<file path="src/rtl/mult_div_unit.sv">
// Iterative MULT/MULTU/DIV/DIVU unit with architectural HI/LO registers.
// Each operation takes one latch edge, one prep edge, DATA_WIDTH iteration edges and one fix-up edge.
module mult_div_unit #(
  parameter int DATA_WIDTH = 32
) (
  input  logic                  clk,
  input  logic                  rst,
  input  logic                  start,
  input  logic [1:0]            op,
  input  logic [DATA_WIDTH-1:0] operand_a,
  input  logic [DATA_WIDTH-1:0] operand_b,
  input  logic                  mthi,
  input  logic                  mtlo,
  input  logic                  flush,
  output logic                  busy,
  output logic                  done,
  output logic [DATA_WIDTH-1:0] hi,
  output logic [DATA_WIDTH-1:0] lo
);

  localparam int W  = DATA_WIDTH;
  localparam int CW = $clog2(DATA_WIDTH);

  typedef enum logic [1:0] {IDLE, PREP, CALC, FIX} state_t;

  state_t          state_reg, state_next;
  logic [1:0]      op_reg, op_next;
  logic [W-1:0]    a_reg, a_next;
  logic [W-1:0]    b_reg, b_next;
  logic [W-1:0]    x_reg, x_next;
  logic [2*W-1:0]  acc_reg, acc_next;
  logic [CW-1:0]   count_reg, count_next;
  logic            neg_q_reg, neg_q_next;
  logic            neg_r_reg, neg_r_next;
  logic            done_reg, done_next;
  logic [W-1:0]    hi_reg, hi_next;
  logic [W-1:0]    lo_reg, lo_next;

  logic            is_div;
  logic            signed_op;
  logic [W-1:0]    mag_a;
  logic [W-1:0]    mag_b;
  logic [W:0]      add_sum;
  logic [W:0]      div_shift;
  logic [W-1:0]    div_diff;
  logic            div_ge;
  logic [2*W-1:0]  prod_fix;
  logic [W-1:0]    quo_fix;
  logic [W-1:0]    rem_fix;

  assign is_div    = op_reg[1];
  assign signed_op = ~op_reg[0];
  assign mag_a     = (signed_op && a_reg[W-1]) ? -a_reg : a_reg;
  assign mag_b     = (signed_op && b_reg[W-1]) ? -b_reg : b_reg;

  // acc holds {partial product, multiplier} for multiply and {remainder, dividend/quotient} for divide
  assign add_sum   = {1'b0, acc_reg[2*W-1:W]} + (acc_reg[0] ? {1'b0, x_reg} : {(W+1){1'b0}});
  assign div_shift = {acc_reg[2*W-1:W], acc_reg[W-1]};
  assign div_ge    = (div_shift >= {1'b0, x_reg});
  assign div_diff  = div_shift[W-1:0] - x_reg;

  assign prod_fix  = neg_q_reg ? -acc_reg : acc_reg;
  assign quo_fix   = neg_q_reg ? -acc_reg[W-1:0] : acc_reg[W-1:0];
  assign rem_fix   = neg_r_reg ? -acc_reg[2*W-1:W] : acc_reg[2*W-1:W];

  always_comb begin
    state_next = state_reg;
    op_next    = op_reg;
    a_next     = a_reg;
    b_next     = b_reg;
    x_next     = x_reg;
    acc_next   = acc_reg;
    count_next = count_reg;
    neg_q_next = neg_q_reg;
    neg_r_next = neg_r_reg;
    done_next  = 1'b0;
    hi_next    = hi_reg;
    lo_next    = lo_reg;

    case (state_reg)
      IDLE: begin
        if (start) begin
          op_next    = op;
          a_next     = operand_a;
          b_next     = operand_b;
          state_next = PREP;
        end else begin
          if (mthi) hi_next = operand_a;
          if (mtlo) lo_next = operand_a;
        end
      end
      PREP: begin
        neg_q_next = signed_op & (a_reg[W-1] ^ b_reg[W-1]);
        neg_r_next = signed_op & a_reg[W-1];
        count_next = '0;
        acc_next   = is_div ? {{W{1'b0}}, mag_a} : {{W{1'b0}}, mag_b};
        x_next     = is_div ? mag_b : mag_a;
        state_next = CALC;
      end
      CALC: begin
        if (is_div)
          acc_next = {(div_ge ? div_diff : div_shift[W-1:0]), acc_reg[W-2:0], div_ge};
        else
          acc_next = {add_sum, acc_reg[W-1:1]};
        count_next = count_reg + CW'(1);
        if (count_reg == CW'(W-1)) state_next = FIX;
      end
      FIX: begin
        if (!flush) begin
          if (is_div) begin
            hi_next = rem_fix;
            lo_next = quo_fix;
          end else begin
            hi_next = prod_fix[2*W-1:W];
            lo_next = prod_fix[W-1:0];
          end
          done_next = 1'b1;
        end
        state_next = IDLE;
      end
      default: state_next = IDLE;
    endcase

    // An abort discards the in-flight operation without touching HI/LO
    if (flush && state_reg != IDLE) begin
      state_next = IDLE;
      done_next  = 1'b0;
    end
  end

  always_ff @(posedge clk) begin
    if (rst) begin
      state_reg <= IDLE;
      op_reg    <= '0;
      a_reg     <= '0;
      b_reg     <= '0;
      x_reg     <= '0;
      acc_reg   <= '0;
      count_reg <= '0;
      neg_q_reg <= 1'b0;
      neg_r_reg <= 1'b0;
      done_reg  <= 1'b0;
      hi_reg    <= '0;
      lo_reg    <= '0;
    end else begin
      state_reg <= state_next;
      op_reg    <= op_next;
      a_reg     <= a_next;
      b_reg     <= b_next;
      x_reg     <= x_next;
      acc_reg   <= acc_next;
      count_reg <= count_next;
      neg_q_reg <= neg_q_next;
      neg_r_reg <= neg_r_next;
      done_reg  <= done_next;
      hi_reg    <= hi_next;
      lo_reg    <= lo_next;
    end
  end

  assign busy = (state_reg != IDLE);
  assign done = done_reg;
  assign hi   = hi_reg;
  assign lo   = lo_reg;

endmodule

</file>
<file path="config.mk">
export PLATFORM = sky130hd
export DESIGN_NAME = mult_div_unit
export DESIGN_NICKNAME = d
export VERILOG_FILES = /design/src/rtl/mult_div_unit.sv
export SDC_FILE = /design/constraint.sdc
export NUM_CORES = 1
export LEC_CHECK = 0
export BUFFER_PORTS_ARGS = -buffer_cell sky130_fd_sc_hd__buf_4
export CELL_PAD_IN_SITES_DETAIL_PLACEMENT = 0
export CELL_PAD_IN_SITES_GLOBAL_PLACEMENT = 1
export CORE_ASPECT_RATIO = 1.75
export CORE_UTILIZATION = 40
export DETAILED_ROUTE_END_ITERATION = 8
export PLACE_DENSITY = 0.84
export SLEW_MARGIN = 20
export SYNTH_ARGS = -nofsm -noshare
export SYNTH_HDL_FRONTEND = slang
export SYNTH_SLANG_ARGS = --single-unit
</file>
<file path="constraint.sdc">
create_clock -name clk -period 6 [get_ports clk]
set_clock_uncertainty 0.05 [all_clocks]
set_input_delay 0.3 -clock clk [delete_from_list [all_inputs] [get_ports clk]]
set_output_delay 0.3 -clock clk [all_outputs]
set_load 0.02 [all_outputs]
</file>
==> flow_metrics.tcl <==
set metrics [dict create \
    syn_area_per_cell_sq_um 7.58 \
    syn_inst 2235 \
    cp_data_required_time_ns 6.41 \
    grt_max_degree 98 \
    synth_cell_types 79 \
    largest_reg_flops 64 \
    grt.total_usage_pct 31.3 \
    crit_fanout 32 \
    vias 17500 \
    synthFlopType "dfxtp_1" \
    critical_path_arrival_ns 4.89 \
    seqPwrFrac_pct 25.0 \
    cts_setup_buffers 0 \
    critPathKind "reg2reg" \
    cts_tree "yes" \
    synth_warnings 0 \
    numClockSinks 236 \
    synth_top_area_cell "dfxtp_1" \
    synth_edf_count 0 \
    cap_violations 0 \
    row_count 99 \
    cp-end-kind "flop" \
    antenna_found_initial 2 \
    drv_slew 0 \
    syn_area_sq_um 16900 \
    wl_met3_mm 3.62 \
    dr.pass1.iters 6 \
    dieArea_sq_um 43200 \
    via_per_inst 5.99 \
    r2r_cells 13 \
    leakage_nw 8.25 \
    wl_met2_mm 33.6 \
    cts-root-buf "clkbuf_16" \
    final-hold-violation-count 0 \
    place_inst 2809 \
    clk_latency_ns 0.56 \
    crit_end "acc_reg[55]$_SDFFE_PP0P_" \
    clkPwrFrac_pct 16.9 \
    status "finished clean" \
    top_layer_used "met5" \
    regToRegSetupSlack_ns 1.52 \
    ys_ff_latch 236 \
    drt.antenna.violating_nets 0 \
    switchingPower_mw 4.58 \
    grt_pass1_wl_mm 102 \
    yosysTopAreaCellShare_pct 27.9 \
    htreeDepth 1 \
    hold_path.class "in2reg" \
    timing.rr.end "acc_reg[55]$_SDFFE_PP0P_" \
    critPathLaunchType "flop" \
    drive_gt1_share_pct 12.0 \
    layout_commonest_cell "nor2_1" \
    start_util_pct 40.6 \
    die_w_microns 158 \
    place_hpwl_mm 52.1 \
    ioPinCount 138 \
    power_frac_comb_pct 58.1 \
    gp_congestion 0.986 \
    swShare_pct 49.0 \
    tightest_slew_ns 1.08 \
    cts_made_buffers 24 \
    async_reset_ff_share_pct 0 \
    fin_cells 2915 \
    setup_tns_ns 0 \
    fp.dieH_microns 274 \
    hold_start "operand_b[29]" \
    post-route-util_pct 47.4 \
    nets 2489 \
    wirelength_mm 67.7 \
    ir_worst_vdd_mv 0.356 \
    post-route-drc-count 0 \
    cts_buffer_depth 3 \
    period_share_pct 74.7 \
    seqCellArea_sq_um 4730 \
    routedWlPerCell_microns 23.2 \
    powerDensity_nw_per_um2 472 \
    drt-initial-drc-count 1346 \
    setup_viol 0 \
    slew_headroom_pct 28.2 \
    p_int_mw 4.77 \
    final_cell_mix "290 x nor2_1, 246 x a21oi_1, 241 x nand2_1, 235 x dfxtp_1, 165 x buf_4" \
    final.min_clock_period_ns 4.48 \
    met1_length_mm 23.3 \
    clk_pin_slew_ns 0.08 \
    grt_pass1_vias 17100 \
    rsz0062_at_grt "false" \
    cp-startpoint "acc_reg[0]$_SDFFE_PP0P_" \
    whs_ns 0.00232 \
    syn_nets 2383 \
    grt-ovfl-total 0 \
    synth_area_leaders "dfxtp_1 28%, a21oi_1 7.3%, nor2_1 6.4%" \
    r2r-start "acc_reg[0]$_SDFFE_PP0P_" \
    ys_seq_area_share_pct 27.9 \
    max_freq_ghz 0.223 \
    port-buffer-count 137 \
    syn2layout_area_growth_pct 16.9 \
    multi_input_area_sq_um 11400 \
    nFillCells 4085 \
    fp.coreArea_sq_um 41700 \
]
[routing by layer]
layer / GRT usage [%] / vias up
li1: - / 8188
met1: 31.0 / 8232
met2: 55.5 / 723
met3: 4.57 / 313
met4: 28.8 / 2
met5: 0 / -
[worst max-delay path: stages (launching register included)]
cell,delay (ns)
dfxtp_1,0.50
inv_1,0.11
buf_4,0.26
nor2_1,0.21
ha_1,0.30
nor2b_1,0.15
o21ai_0,0.56
o211ai_1,0.41
nor4b_1,0.27
o21a_1,0.28
o41ai_1,0.53
a21boi_0,0.20
or3_1,0.33
a31o_2,0.24
[power groups by stage]
stage	clock (mW)	sequential [mW]	combinational, mW
floorplan	0	2.37	3.53
global placement	0	2.35	5.26
detailed placement	0	2.36	5.30
CTS	1.59	2.32	5.35
global route	1.64	2.37	5.84
finish	1.58	2.33	5.43
[Yosys cell counts, drive strengths merged (11+ instances only)]
cell type	count
nor2	291
o31ai	19
inv	80
o41ai	14
a21o	38
o211ai	17
nor4	23
xnor2	82
xor2	84
clkbuf	120
a21oi	246
mux4	23
or3	17
o21ai	109
a211oi	69
nand2b	33
nand4	15
ha	74
dfxtp	236
nor2b	15
buf	27
a211o	11
a31oi	12
nand2	242
nand3	39
mux2i	73
nor3	51
or4	15
[worst min-delay path by stage]
stage,depth (start not counted),slack [ns],end
after global routing,3,0.01,b_reg[29]$_SDFFE_PP0P_
after detailed placement,2,0.42,count_reg[4]$_SDFFE_PP0P_
after global placement,2,0.41,hi[25]$_SDFFE_PP0P_
after CTS,3,0.0001,b_reg[29]$_SDFFE_PP0P_
after floorplan,2,0.39,a_reg[13]$_SDFFE_PP0P_
final,3,0.002,b_reg[29]$_SDFFE_PP0P_
[logic make-up after synthesis]
group                      count (synthesis)  share of synthesized area, %
AOI/OAI and AO/OA                        633                          23.5
adders and majority gates                 76                          5.70
buffers and inverters                    228                          5.09
muxes                                    105                          7.97
and+or+nand+nor                          791                          21.2
xor gates and xnor gates                 166                          8.58
DFF                                      236                          27.9
[stage by stage]
step                power, mW  instance area [sq um]  worst slack [ns]
CTS                      9.27                  19800              1.72
floorplan                5.90                  16900              2.73
global route             9.86                  19800              1.36
global placement         7.61                  18400              1.75
detailed placement       7.66                  18400              1.75
finish                   9.34                  19800              1.52
[timing repair]
item / CTS / global route
endpoints found under the hold margin: 61 / 0
hold buffers: 61 / 0
gates resized for setup: 0 / 0
[layout make-up]
cell class / count / area share (%)
Multi-Input combinational cell: 1771 / 57.6
Sequential cell: 236 / 23.9
Timing Repair Buffer: 227 / 9.40
Tap cell: 555 / 3.51
Clock buffer: 31 / 3.42
Inverter: 81 / 1.54
Clock inverter: 13 / 0.626
Antenna cell: 1 / 0.0126
Power figures use the tool's default switching activity.
